==> src/rtl/ifetch_if.sv <==
// Instruction-memory request/response bus between the fetch unit and the memory.
// One request may be outstanding; each grant is answered by exactly one rvalid pulse.
interface ifetch_if;
  logic        imem_req;
  logic [31:0] imem_addr;
  logic        imem_gnt;
  logic        imem_rvalid;
  logic [31:0] imem_rdata;

  modport master (
    output imem_req,
    output imem_addr,
    input  imem_gnt,
    input  imem_rvalid,
    input  imem_rdata
  );

  modport slave (
    input  imem_req,
    input  imem_addr,
    output imem_gnt,
    output imem_rvalid,
    output imem_rdata
  );
endinterface

==> src/rtl/ifetch.sv <==
// Instruction fetch stage: single-outstanding memory fetch with a one-entry skid
// buffer behind the IF/ID stall, and jump redirect that flushes in-flight data.
module ifetch #(
  parameter logic [31:0] RESET_PC = 32'h0000_0000,
  parameter logic [31:0] NOP_INST = 32'h0000_0013
) (
  input  logic        clk,
  input  logic        rst,
  input  logic        hold,
  input  logic        jump_en,
  input  logic [31:0] jump_addr,
  ifetch_if.master    imem,
  output logic [31:0] inst_out,
  output logic [31:0] pc_out,
  output logic        inst_valid
);

  typedef enum logic [1:0] {
    S_REQ  = 2'd0,
    S_WAIT = 2'd1,
    S_DROP = 2'd2
  } state_t;

  state_t      state_q, state_d;
  logic [31:0] fetch_pc_q, fetch_pc_d;
  logic [31:0] resp_pc_q, resp_pc_d;
  logic        buf_valid_q, buf_valid_d;
  logic [31:0] buf_inst_q, buf_inst_d;
  logic [31:0] buf_pc_q, buf_pc_d;
  logic [31:0] inst_out_q, inst_out_d;
  logic [31:0] pc_out_q, pc_out_d;
  logic        inst_valid_q, inst_valid_d;

  logic req_s;
  logic gnt_s;
  logic rsp_s;
  logic accept_s;

  // Request is gated by rst so it drops the instant reset asserts.
  assign req_s           = rst && (state_q == S_REQ) && !buf_valid_q;
  assign gnt_s           = req_s && imem.imem_gnt;
  assign rsp_s           = imem.imem_rvalid;
  assign accept_s        = (state_q == S_WAIT) && rsp_s && !jump_en;
  assign imem.imem_req   = req_s;
  assign imem.imem_addr  = {fetch_pc_q[31:2], 2'b00};
  assign inst_out        = inst_out_q;
  assign pc_out          = pc_out_q;
  assign inst_valid      = inst_valid_q;

  always_comb begin
    state_d      = state_q;
    fetch_pc_d   = fetch_pc_q;
    resp_pc_d    = resp_pc_q;
    buf_valid_d  = buf_valid_q;
    buf_inst_d   = buf_inst_q;
    buf_pc_d     = buf_pc_q;
    inst_out_d   = inst_out_q;
    pc_out_d     = pc_out_q;
    inst_valid_d = inst_valid_q;

    case (state_q)
      S_REQ: begin
        if (gnt_s) begin
          state_d    = S_WAIT;
          fetch_pc_d = fetch_pc_q + 32'd4;
          resp_pc_d  = fetch_pc_q;
        end else begin
          state_d = S_REQ;
        end
      end
      S_WAIT: begin
        if (rsp_s) state_d = S_REQ;
        else       state_d = S_WAIT;
      end
      S_DROP: begin
        if (rsp_s) state_d = S_REQ;
        else       state_d = S_DROP;
      end
      default: state_d = S_REQ;
    endcase

    // A redirect with a response still owed parks in DROP to swallow it.
    if (jump_en) begin
      fetch_pc_d   = {jump_addr[31:2], 2'b00};
      buf_valid_d  = 1'b0;
      inst_out_d   = NOP_INST;
      inst_valid_d = 1'b0;
      if ((state_q == S_REQ) && gnt_s) begin
        state_d = S_DROP;
      end else if (((state_q == S_WAIT) || (state_q == S_DROP)) && !rsp_s) begin
        state_d = S_DROP;
      end else begin
        state_d = S_REQ;
      end
    end else if (hold) begin
      if (accept_s) begin
        buf_valid_d = 1'b1;
        buf_inst_d  = imem.imem_rdata;
        buf_pc_d    = resp_pc_q;
      end else begin
        buf_valid_d = buf_valid_q;
      end
    end else if (buf_valid_q) begin
      inst_out_d   = buf_inst_q;
      pc_out_d     = buf_pc_q;
      inst_valid_d = 1'b1;
      buf_valid_d  = 1'b0;
    end else if (accept_s) begin
      inst_out_d   = imem.imem_rdata;
      pc_out_d     = resp_pc_q;
      inst_valid_d = 1'b1;
    end else begin
      inst_out_d   = NOP_INST;
      inst_valid_d = 1'b0;
    end
  end

  always_ff @(posedge clk or negedge rst) begin
    if (!rst) begin
      state_q      <= S_REQ;
      fetch_pc_q   <= RESET_PC;
      resp_pc_q    <= 32'h0000_0000;
      buf_valid_q  <= 1'b0;
      buf_inst_q   <= 32'h0000_0000;
      buf_pc_q     <= 32'h0000_0000;
      inst_out_q   <= NOP_INST;
      pc_out_q     <= 32'h0000_0000;
      inst_valid_q <= 1'b0;
    end else begin
      state_q      <= state_d;
      fetch_pc_q   <= fetch_pc_d;
      resp_pc_q    <= resp_pc_d;
      buf_valid_q  <= buf_valid_d;
      buf_inst_q   <= buf_inst_d;
      buf_pc_q     <= buf_pc_d;
      inst_out_q   <= inst_out_d;
      pc_out_q     <= pc_out_d;
      inst_valid_q <= inst_valid_d;
    end
  end

endmodule

==> src/flat_wrapper.sv <==
// flat-port wrapper written by rule: the top's interface ports become plain ports
module ifetch_flat 
#(
  parameter logic [31:0] RESET_PC = 32'h0000_0000,
  parameter logic [31:0] NOP_INST = 32'h0000_0013
)
  (clk, rst, hold, jump_en, jump_addr, inst_out, pc_out, inst_valid, imem_imem_req, imem_imem_addr, imem_imem_gnt, imem_imem_rvalid, imem_imem_rdata);
  ifetch_if imem_i ();
  input  logic clk;
  input  logic rst;
  input  logic hold;
  input  logic jump_en;
  input  logic [31:0] jump_addr;
  output logic [31:0] inst_out;
  output logic [31:0] pc_out;
  output logic inst_valid;
  output wire logic [$bits(imem_i.imem_req)-1:0] imem_imem_req;
  output wire logic [$bits(imem_i.imem_addr)-1:0] imem_imem_addr;
  input wire logic [$bits(imem_i.imem_gnt)-1:0] imem_imem_gnt;
  input wire logic [$bits(imem_i.imem_rvalid)-1:0] imem_imem_rvalid;
  input wire logic [$bits(imem_i.imem_rdata)-1:0] imem_imem_rdata;
  assign imem_imem_req = imem_i.imem_req;
  assign imem_imem_addr = imem_i.imem_addr;
  assign imem_i.imem_gnt = imem_imem_gnt;
  assign imem_i.imem_rvalid = imem_imem_rvalid;
  assign imem_i.imem_rdata = imem_imem_rdata;
  ifetch #(.RESET_PC(RESET_PC), .NOP_INST(NOP_INST)) u_core (.clk(clk), .rst(rst), .hold(hold), .jump_en(jump_en), .jump_addr(jump_addr), .imem(imem_i), .inst_out(inst_out), .pc_out(pc_out), .inst_valid(inst_valid));
endmodule
==> config.mk <==
export PLATFORM = sky130hd
export DESIGN_NAME = ifetch_flat
export DESIGN_NICKNAME = d
export VERILOG_FILES = /design/src/rtl/ifetch_if.sv /design/src/rtl/ifetch.sv /design/src/flat_wrapper.sv
export SDC_FILE = /design/constraint.sdc
export NUM_CORES = 1
export LEC_CHECK = 0
export ABC_AREA = 1
export BUFFER_PORTS_ARGS = -buffer_cell sky130_fd_sc_hd__buf_2
export CAP_MARGIN = 20
export CORE_MARGIN = 4
export CORE_UTILIZATION = 56
export DETAILED_ROUTE_END_ITERATION = 7
export PLACE_DENSITY_LB_ADDON = 0.08
export SYNTH_ARGS = -nofsm -noshare
export SYNTH_HDL_FRONTEND = slang
export SYNTH_SLANG_ARGS = --single-unit
==> constraint.sdc <==
create_clock -name clk -period 1.69 [get_ports clk]
set_input_delay 0.507 -clock clk [delete_from_list [all_inputs] [get_ports clk]]
set_output_delay 0.507 -clock clk [all_outputs]
set_load 0.01 [all_outputs]
==> results.toml, run 1 <==
[timing]
final_max_slew_viol_count = 0
hold_viol = 0
final.setup_skew_ns = 0.008039
period_share_pct = 112.7
relSlewSlack_pct = 62.82
hold_ws_ns = 0.2579
rsz0062_at_grt = "yes"
finalSetupViolCount = 110
max_freq_mhz = 524.9
tightest_slew_ns = 0.5578
period_minus_slack_ns = 1.905
finalWorstSetupSlack_ns = -0.2150

[critical_path]
r2r_end = "u_core.buf_inst_q[7]"
worst_setup_path_end_kind = "flop"
rrSetupSlack_ns = -0.21
cp.required_ns = 2.01
timing_worst_setup_path_type = "reg2reg"
cp.depth = 9
setup.worst_path.start = "u_core.state_q[1]"
path_cells = "inv_2 > buf_4 > ha_4 > nand2_2 > nor2_4 > buf_6 > nand2_8 > clkbuf_16 > mux2_2"
worstSetupStartpointType = "flop"
cp_top_family = "buffers and inverters"
ff2ff_path_depth = 9
critPathArrivalTime_ns = 2.22
cp_slowest_cell = "dfrtp_1"
r2r-start = "u_core.state_q[1]"
max_stage_delay_ns = 0.40
crit_fanout = 7
path_buf_inv = 4
endpoint = "u_core.buf_inst_q[7]"

[routing]
wl_per_cell_um = 17.20
met3WireLength_um = 1501
met2_length_um = 11950
wl_met1_um = 10420
drc = 0
ant_nets = 0
routed_wl_um = 24450
dr.pass1.iters = 7
top_layer_used = "met5"
drt-vias-per-instance = 5.470
vias = 7773
first_iter_violations = 531

[global_route]
grt_first_pass_wirelength_um = 34920
grt_max_degree = 105
antenna_found_initial = 1
grt_usage_pct = 24.59
first_global_vias = 6994
grt_remaining_overflow = 0

[clock_network]
clkSinkCount = 188
clock_latency_ns = 0.44
ctsHoldBuffers = 0
cts_inserted_buffers = 17
cts_root_buffer = "clkbuf_16"
clk_pin_slew_ns = 0.07
tritoncts = "built"
h-tree-depth = 4
clock_path_buffers = 2

[status]
violations = "negative setup slack"
status = "complete, but fails checks"

[placed_design]
place.gp.congestion = 0.9099
post-dp-hpwl_um = 14520
pre_cts_ws_ns = -0.1334
dp_cells = 1347
io_buffers = 161

[yosys]
netlist_area_um2 = 8708
synth.area.top_cells = "dfrtp_1 53%, nand2_1 13%, mux2_2 6.7%"
yosys_most_used_dff = "dfrtp_1"
synth.most_common_cell = "nand2_1"
synth-async-reset-ratio_pct = 100.0
syn_inst = 1008
synth_edf_count = 0
synth_cell_type_count = 31
synth_top_area_share_pct = 53.16
synth-seq-cells = 188
netlist_top_cells_count = "302 x nand2_1, 185 x dfrtp_1, 104 x nor2_1, 94 x o21ai_0, 65 x inv_1"
synth_top_cell_by_area = "dfrtp_1"
yosysSeqAreaShare_pct = 54.07
synth_area_per_cell_um2 = 8.639
yosys_warnings = 0

[floorplanning]
row_count = 45
die_w_um = 132.7
die_y_um = 132.7
ioPinCount = 168
core_um2 = 15200
dieArea_um2 = 17610
start_util_pct = 57.28

[hold_path]
hold_class = "in2async"

[finish]
diodes = 0
post-route-util_pct = 74.58
synthToLayoutAreaGrowth_pct = 30.19
drive_gt1_share_pct = 29.12
layout.cells.non_filler = 1421
nNetsFinal = 1295
fillCellCount = 1146

[pwr]
p_leak_nw = 5.672
p_per_area_nw_per_um2 = 1086
ir_drop_mv = 0.7349

[flow_run]
cap_violations = 0
[cells in the final DEF (no fill, tap or decap), drive strengths merged]
master / Yosys / final
nand2: 306 / 307
buf: 33 / 226
dfrtp: 185 / 185
nor2: 110 / 111
o21ai: 94 / 94
inv: 67 / 71
mux2: 52 / 52
nand3: 48 / 48
a21oi: 34 / 34
clkbuf: 21 / 34
a31oi: 31 / 31
clkinvlp: 0 / 5
ha: 5 / 5
xor2: 4 / 4
conb: 1 / 4
clkinv: 1 / 4
a22oi: 3 / 3
dfstp: 3 / 3
and2: 2 / 2
nor3: 2 / 2
xnor2: 2 / 2
bufinv: 0 / 2
or2: 1 / 1
o22ai: 1 / 1
o211ai: 1 / 1
nand4: 1 / 1
[layout make-up]
type	count	area, um2	share of cell area, %
flip-flops and latches	188	4710	41.54
multi-input cells	703	3607	31.82
repair buffers	242	1927	17.00
clock buffers	18	439.2	3.874
inverters	68	257.7	2.273
well taps	188	235.2	2.075
clock inverters	14	161.4	1.424
[metal layers]
layer / vias up / global-route usage [%]
met3: 47 / 5.057
met4: 2 / 7.737
li1: 3699 / -
met5: - / 0
met1: 3742 / 33.43
met2: 283 / 40.07
[sequential cells by signal, summed over array words and instances, names as in the netlist]
register            cells
u_core.buf_valid_q      1
u_core.pc_out          30
u_core.buf_inst_q      32
u_core.buf_pc_q        30
u_core.inst_valid       1
u_core.state_q          2
u_core.inst_out        32
u_core.resp_pc_q       30
u_core.fetch_pc_q      30
[where the power goes]
group          leakage [nW]  total, mW  switching, mW  internal (mW)
clock                 0.278       4.06           1.81           2.25
sequential             2.44       5.92          0.574           5.35
combinational          2.96       2.33           1.26           1.08
total                  5.67       12.3           3.64           8.68
[how the worst min path moves through the flow]
| stage | to | cells past startpoint | slack, ns |
|---|---|---|---|
| 2_1_floorplan | u_core.buf_inst_q[0] | 0 | 0.21 |
| 3_3_place_gp | u_core.inst_out[23] | 2 | 0.46 |
| 3_5_place_dp | u_core.inst_out[13] | 2 | 0.47 |
| 4_1_cts | u_core.fetch_pc_q[10] | 3 | 0.27 |
| 5_1_grt | u_core.fetch_pc_q[16] | 3 | 0.29 |
| 6_report | u_core.pc_out[5] | 3 | 0.26 |
[metrics by stage]
step | setup TNS, ns | instance area (um2) | total power, mW
final | -14.51 | 11340 | 12.32
after global routing | -25.04 | 11340 | 12.92
after CTS | -0.3949 | 10610 | 12.18
after detailed placement | -2.522 | 9893 | 8.093
after global placement | -1.851 | 9893 | 8.002
after floorplan | 0 | 8720 | 7.129
[kinds of logic after synthesis]
group           count (synthesis)  synth area share, %
simple gates                  470                21.61
flops                         188                54.07
compound gates                164                10.00
buf+inv                       122                6.236
mux                            52                6.724
xor+xnor                        6               0.6034
fa+ha+maj                       5               0.7184
other cells                     1              0.04306
[timing repair]
action	CTS	global route
pin swaps	3	8
setup endpoints to repair	30	141
cloned	1	19
setup buffers	6	16
gates resized for setup	18	81
[worst reg2reg max path: cells and delay by family (launching register included)]
| kind | cells | cell delay [ns] |
|---|---|---|
| fa+ha+maj | 1 | 0.13 |
| buf+inv | 4 | 0.59 |
| flops | 1 | 0.40 |
| mux | 1 | 0.27 |
| simple gates | 3 | 0.40 |
Note: power is estimated with default switching activity, not from simulation.
==> run 2: changes to the inputs <==
--- a/config.mk
+++ b/config.mk
@@ -10,8 +10,10 @@
 export CAP_MARGIN = 20
 export CORE_MARGIN = 4
 export CORE_UTILIZATION = 56
+export CTS_CLUSTER_SIZE = 10
 export DETAILED_ROUTE_END_ITERATION = 7
 export PLACE_DENSITY_LB_ADDON = 0.08
+export REMOVE_ABC_BUFFERS = 1
 export SYNTH_ARGS = -nofsm -noshare
 export SYNTH_HDL_FRONTEND = slang
 export SYNTH_SLANG_ARGS = --single-unit
==> run 2 against run 1 <==
The flow still finishes with violations (negative setup slack). Die area unchanged. Routed wire length down 2.1%. Final cell count down 0.84%. Clock power up 5.7%.
==> results.toml, run 2 (same netlist as run 1, synthesis figures left out) <==
[pwr]
p_int_mw = 8.929
clkPwrFrac_pct = 34.4
p_sw_mw = 3.540
p_leak_nw = 5.643
p_seq_share_pct = 47.5
combPwrFrac_pct = 18.0
ir_drop_mv = 0.7003
switching_share_pct = 28.39
p_per_area_nw_per_um2 = 1107
p_total_mw = 12.47

[finish]
nNetsFinal = 1283
post-route-util_pct = 74.07
layout.cells.non_filler = 1409
final_cell_mix = "299 x nand2_1, 184 x dfrtp_1, 159 x buf_2"
diodes = 0
fin_area_um2 = 11260
final_common_cell = "nand2_1"
drive_gt1_share_pct = 28.26
synthToLayoutAreaGrowth_pct = 29.30

[global_route]
first_global_vias = 6863
grt_max_degree = 83
grt_remaining_overflow = 0
antenna_found_initial = 0
grt_usage_pct = 24.00
grt_first_pass_wirelength_um = 34290

[timing]
period_share_pct = 112.2
hold_ws_ns = 0.1240
hold_viol = 0
period_minus_slack_ns = 1.896
final_max_slew_viol_count = 0
rsz0062_at_grt = "yes"
finalWorstSetupSlack_ns = -0.2062
fin_setup_tns_ns = -16.89
max_freq_mhz = 527.4
relSlewSlack_pct = 62.61
finalSetupViolCount = 137
tightest_slew_ns = 0.5608
final.setup_skew_ns = 0.009865

[routing]
wl_met1_um = 10410
vias = 7604
wl_per_cell_um = 16.99
first_iter_violations = 509
ant_nets = 0
met2_length_um = 11680
drt-vias-per-instance = 5.397
met3WireLength_um = 1536
top_layer_used = "met4"
dr.pass1.iters = 5
drc = 0
routed_wl_um = 23940

[clock_network]
cts_root_buffer = "clkbuf_16"
clk_pin_slew_ns = 0.07
clock_path_buffers = 2
clock_latency_ns = 0.44
clkSinkCount = 188
cts_inserted_buffers = 17
tritoncts = "built"
h-tree-depth = 4

[hold_path]
hold_class = "in2async"

[placed_design]
post-dp-hpwl_um = 14700
io_buffers = 161
placed_cell_area_um2 = 9911
place.gp.congestion = 0.9345
dp_cells = 1346
pre_cts_ws_ns = -0.05182

[floorplanning]
row_count = 45
core_um2 = 15200
ioPinCount = 168
die_y_um = 132.7
die_w_um = 132.7
dieArea_um2 = 17610
start_util_pct = 57.28

[status]
status = "complete, but fails checks"
violations = "negative setup slack"

[critical_path]
worstSetupStartpointType = "flop"
crit_fanout = 6
critPathArrivalTime_ns = 2.21
r2r_end = "u_core.buf_pc_q[17]"
cp.required_ns = 2.01
timing_worst_setup_path_type = "reg2reg"
rrSetupSlack_ns = -0.21
r2r-start = "u_core.state_q[1]"
worst_setup_path_end_kind = "flop"
ff2ff_path_depth = 9

[flow_run]
cap_violations = 0
## run 2: cell types whose count changed in the layout (fill, tap and decap cells not counted), sizes merged, moves of 2 or more
cell,change
clkinv,+2
buf,-10
clkinvlp,-4
bufinv,+2
inv,-2
## run 2: critical path: stages, from the launching register on
cell and delay [ns]:
dfrtp_1 0.40, inv_2 0.09, buf_4 0.12, ha_4 0.13, nand2_2 0.06, nor2_4 0.24
buf_12 0.17, nand2_8 0.10, clkbuf_16 0.19, mux2_2 0.27
## run 2: power by group through the flow
stage               sequential, mW  clock (mW)  combinational, mW
global route                  6.02        4.51               2.52
finish                        5.93        4.29               2.25
CTS                           5.90        4.31               2.15
floorplan                     6.02           0               1.06
global placement              5.94           0               2.06
detailed placement            5.98           0               2.11
## run 2: layout make-up
class	instances	area [um2]
clock inverters	12	187.7
multi-input cells	702	3590
flip-flops and latches	188	4710
inverters	68	255.2
repair buffers	231	1836
fillers	1093	3943
clock buffers	20	446.7
well taps	188	235.2
## run 2: worst max-delay path by stage
stage / startpoint / end / slack [ns] / cells after the start
floorplan: u_core.buf_valid_q / u_core.inst_out[0] / -1.78 / 3
global placement: imem_imem_rvalid / u_core.buf_inst_q[30] / 0.05 / 6
detailed placement: u_core.state_q[1] / u_core.inst_out[8] / -0.05 / 9
CTS: u_core.state_q[0] / imem_imem_req / -0.19 / 5
global route: u_core.state_q[1] / u_core.buf_inst_q[31] / -0.26 / 9
finish: u_core.state_q[1] / u_core.buf_pc_q[17] / -0.21 / 9
## run 2: repair_timing
| action | 4_1_cts | 5_1_grt |
|---|---|---|
| setup buffers | 4 | 9 |
| setup endpoints to repair | 7 | 153 |
| cloned | 0 | 20 |
| hold buffers | 0 | 0 |
| pin swaps | 1 | 7 |
| resized for setup | 14 | 56 |
## run 2: layer usage
metal	GRT usage, %	vias to the layer above
met1	33.59	3631
met2	38.12	276
met3	5.209	31
met4	6.871	0
li1	-	3666
met5	0	-
